File: src/rtl/cordic_shift_seq.sv
// Iteration sequencer for the CORDIC shifters: one (i, m) beat per micro-iteration with valid/ready.
// Define CORDIC_HYP_REPEAT_EN to repeat hyperbolic indices 4 and 13 for convergence.
module cordic_shift_seq #(
  parameter int N_ITER = 15,
  parameter int IDX_W  = 4
) (
  input  logic             clk,
  input  logic             rst,
  input  logic             start_valid,
  output logic             start_ready,
  input  logic             mode_in,
  input  logic             abort,
  output logic [IDX_W-1:0] iter_i,
  output logic             iter_m,
  output logic             iter_valid,
  input  logic             iter_ready,
  output logic             iter_first,
  output logic             iter_last,
  output logic [4:0]       beat_cnt,
  output logic             busy,
  output logic             done
);

  typedef enum logic [1:0] {IDLE, RUN, DONE} state_t;

  localparam logic [IDX_W-1:0] LAST_I = IDX_W'(N_ITER);

  state_t state;
  state_t state_nxt;
  logic   accept;
  logic   fire;
  logic   need_rep;
  logic   at_end;

`ifdef CORDIC_HYP_REPEAT_EN
  // High while the current beat is the second issue of a repeated index.
  logic rep;

  assign need_rep = iter_m && !rep && (iter_i == IDX_W'(4) || iter_i == IDX_W'(13));

  always_ff @(posedge clk) begin
    if (rst) begin
      rep <= 1'b0;
    end else if (accept) begin
      rep <= 1'b0;
    end else if (fire) begin
      rep <= need_rep;
    end
  end
`else
  assign need_rep = 1'b0;
`endif

  assign at_end = (iter_i == LAST_I) && !need_rep;
  assign accept = (state == IDLE) && start_valid;
  assign fire   = (state == RUN) && iter_ready && !abort;

  always_ff @(posedge clk) begin
    if (rst) begin
      state <= IDLE;
    end else begin
      state <= state_nxt;
    end
  end

  always_comb begin
    state_nxt   = state;
    start_ready = 1'b0;
    iter_valid  = 1'b0;
    iter_last   = 1'b0;
    busy        = 1'b1;
    done        = 1'b0;
    case (state)
      IDLE: begin
        start_ready = 1'b1;
        busy        = 1'b0;
        if (start_valid) state_nxt = RUN;
      end
      RUN: begin
        iter_valid = 1'b1;
        iter_last  = at_end;
        // abort wins over a simultaneous handshake
        if (abort) begin
          state_nxt = IDLE;
        end else if (iter_ready && at_end) begin
          state_nxt = DONE;
        end
      end
      DONE: begin
        done      = 1'b1;
        state_nxt = IDLE;
      end
      default: state_nxt = IDLE;
    endcase
  end

  always_ff @(posedge clk) begin
    if (rst) begin
      iter_i     <= '0;
      iter_m     <= 1'b0;
      iter_first <= 1'b0;
      beat_cnt   <= '0;
    end else if (accept) begin
      iter_i     <= IDX_W'(1);
      iter_m     <= mode_in;
      iter_first <= 1'b1;
      beat_cnt   <= '0;
    end else if (fire) begin
      beat_cnt   <= beat_cnt + 5'd1;
      iter_first <= 1'b0;
      // a repeat keeps the same index for one more beat
      if (!at_end && !need_rep) iter_i <= iter_i + IDX_W'(1);
    end
  end

endmodule

File: config.mk
export PLATFORM = sky130hd
export DESIGN_NAME = cordic_shift_seq
export DESIGN_NICKNAME = d
export VERILOG_FILES = /design/src/rtl/cordic_shift_seq.sv
export SDC_FILE = /design/constraint.sdc
export NUM_CORES = 1
export LEC_CHECK = 0
export ABC_CLOCK_PERIOD_IN_PS = 1300
export CAP_MARGIN = 20
export CORE_MARGIN = 2
export CORE_UTILIZATION = 40
export CTS_CLUSTER_SIZE = 40
export DETAILED_ROUTE_END_ITERATION = 6
export DONT_BUFFER_PORTS = 1
export GPL_TIMING_DRIVEN = 0
export SLEW_MARGIN = 10
export SYNTH_ARGS = -nofsm -noshare
export SYNTH_HDL_FRONTEND = slang
export SYNTH_SLANG_ARGS = --single-unit
File: constraint.sdc
create_clock -name clk -period 1.3 [get_ports clk]
set_input_delay 0.26 -clock clk [delete_from_list [all_inputs] [get_ports clk]]
set_output_delay 0.26 -clock clk [all_outputs]
set_load 0.05 [all_outputs]
==> run summary <==
Status: finished, violations left
Failing checks: setup timing
Synth cell count leaders: dfxtp_1, a21oi_1
Most area-consuming cells after synthesis: dfxtp_1, a21oi_1, ha_1
Final min period: 1.82 ns
Antenna viol nets, final: 0
Port bufs: 0
Core Rows: 14
WS Path Type: reg2out
Hpwl dp: 837 um
Sink Count: 13
Cell variety after synth: 27
Insertion delay of the later-clocked pin in the worst-skew pair: 0.27 ns
Io pins: 22
HP Start: rst
DRC viols: 0
Chip width: 43.0 um
Drt pass-1 iters: 4
CP max stage cell: nor3b_4
Routability cong.: 0.727
Asr flop ratio synth: 0
H-tree Lvls: 1
Tcrit/Tclk final: 1.40
Number of global-route vias before repair: 467
Syn Inst Count: 66
Starting Density: 0.412
Synth Cell Area: 607 um^2
Worst R2R Path Depth: 4
RSZ-0062 raised after global routing: true
CTS clk-pin slew, worst paths: 0.08 ns
Yosys top cell area share: 0.429
Count leader, synth: dfxtp_1
Slew Viols, Final: 0
Static Leak: 0.294 nW
Class of the worst hold path: in2reg
Final setup vio count: 11
FF-to-FF Start: iter_i[0]
N_diodes: 0
Finished Cell Area: 898 um^2
Max Cap Violations: 0
FF+latch count, synth: 13
Ys flop type: dfxtp_1
Hold Path Stages: 1
Die Ht: 43.0 um
CTS tree: built
CP startpoint kind: flip-flop
Fill cells: 113
Syn Nets: 74
Placed cells: 82
Critical path arrival: 1.56 ns
Grt ovf: 0
Final hold vios: 0
DR WL/cell: 14.3 um
Die Area: 1840 um^2
Min setup slack post-route: -0.519 ns
Finished Layout Cells: 95
Req. time, crit path: 1.04 ns
Post-Route WL: 1360 um
Largest net degree at the start of global routing: 9
Crit path from: iter_i[0]
CP peak stage delay: 0.53 ns
Initial antenna violation count: 0
Placement Cell Area: 688 um^2
Critical Path End Type: primary output
Clock Tree Root: clkbuf_4
Core Region: 1470 um^2
Clock buffer depth: 2
Syn. warnings: 0
Crit-path max FO: 6
PD cells: 874 nW/um^2
Num CTS Buffers: 3
Max Clk Rate: 550 MHz
Share of layout cells above drive strength 1: 0.582
Dpl ws: -0.386 ns
Synth area leader: dfxtp_1
Worst-path cell chain: ha_4 > nand3_4 > nor3b_4
GRT Total Usage: 0.152
Drt first-iter violations: 17
Hold_ws: 0.0374 ns
Vias per cell: 5.74
Nets: 88
Slew HR: 0.604
Post-synth EDFFs: 0
Seq/Total Area, Yosys: 0.429
Worst-Margin Slew: 0.593 ns
Layout area overhead: 48.0%
Worst vdd ir: 0.000729 V
CTS Hold Bufs: 0
Vias: 545
First-pass GRT wire length: 2090 um
Worst clock skew: 0.00542 ns
Synthesized area per cell: 9.19 um^2
[logic make-up (layout without fill, tap and decap cells)]
group,Yosys count,in the layout,synth area share
compound gates,16,16,0.177
xor+xnor,1,1,0.0144
fa+ha+maj,2,2,0.0412
buf+inv,5,18,0.0371
flops,13,13,0.429
mux,2,2,0.0330
simple gates,27,27,0.268
[metal layers]
| metal | global-route usage | share of wire |
|---|---|---|
| met4 | 0.0364 | 0.0081 |
| met1 | 0.209 | 0.48 |
| met2 | 0.209 | 0.44 |
| met3 | 0.0809 | 0.063 |
| met5 | 0 | 0 |
[placed cells by master (no fill, tap or decap), drive strengths merged]
cell,Yosys,routed
nand4bb,1,1
nor3,4,4
a21bo,1,1
a21oi,7,7
or3,2,2
nand3,4,4
o21ai,2,2
nor2b,1,1
nor4bb,1,1
ha,2,2
and2b,1,1
buf,3,12
or4,1,1
o31ai,1,1
nor3b,2,2
nor2,4,4
mux2i,2,2
nand2,4,4
or2,1,1
a211oi,2,2
inv,2,2
clkbuf,0,4
and4bb,1,1
a311oi,1,1
a41oi,2,2
xnor2,1,1
dfxtp,13,13
[critical path: cells and delay by family, from the launching register on]
family | cells | cell delay [ns]
flops | 1 | 0.48
fa+ha+maj | 1 | 0.18
simple gates | 2 | 0.61
[final timing paths]
path,endpoint,slack [ns]
hold reg to reg,beat_cnt[1],0.59
setup reg to reg,state[1],-0.35
hold / removal,iter_i[0],0.04
setup / recovery,iter_last,-0.52
[power by group]
part	internal, mW	switching [mW]	total (mW)
clock network	0.119	0.126	0.245
registers	0.401	0.0471	0.448
logic	0.0421	0.0500	0.0922
total	0.562	0.223	0.785
[area by class of cell]
class / count / area [um^2] / area share
Inverter: 2 / 10.0 / 0.0111
Tap cell: 16 / 20.0 / 0.0223
Sequential cell: 13 / 288 / 0.320
Clock buffer: 4 / 26.3 / 0.0292
Buffer: 2 / 18.8 / 0.0209
Timing Repair Buffer: 10 / 90.1 / 0.100
Multi-Input combinational cell: 48 / 445 / 0.496
[state kept, by name, summed over array words and instances (netlist names)]
register	count
iter_first	1
beat_cnt	5
state	2
iter_m	1
iter_i	4
[timing repair]
| action | CTS | global route |
|---|---|---|
| buffers inserted | 8 | 3 |
| pin swaps | 6 | 9 |
| gates resized for setup | 20 | 14 |
| setup endpoints to repair | 16 | 14 |
[per-stage QoR]
stage	TNS (ns)	util	power [mW]
floorplan	-0.793	-	0.520
finish	-1.39	0.611	0.785
detailed placement	-2.39	0.468	0.530
global route	-2.26	0.611	0.826
CTS	-1.36	0.565	0.781
global placement	-2.30	0.468	0.530
Power figures use the tool's default switching activity.
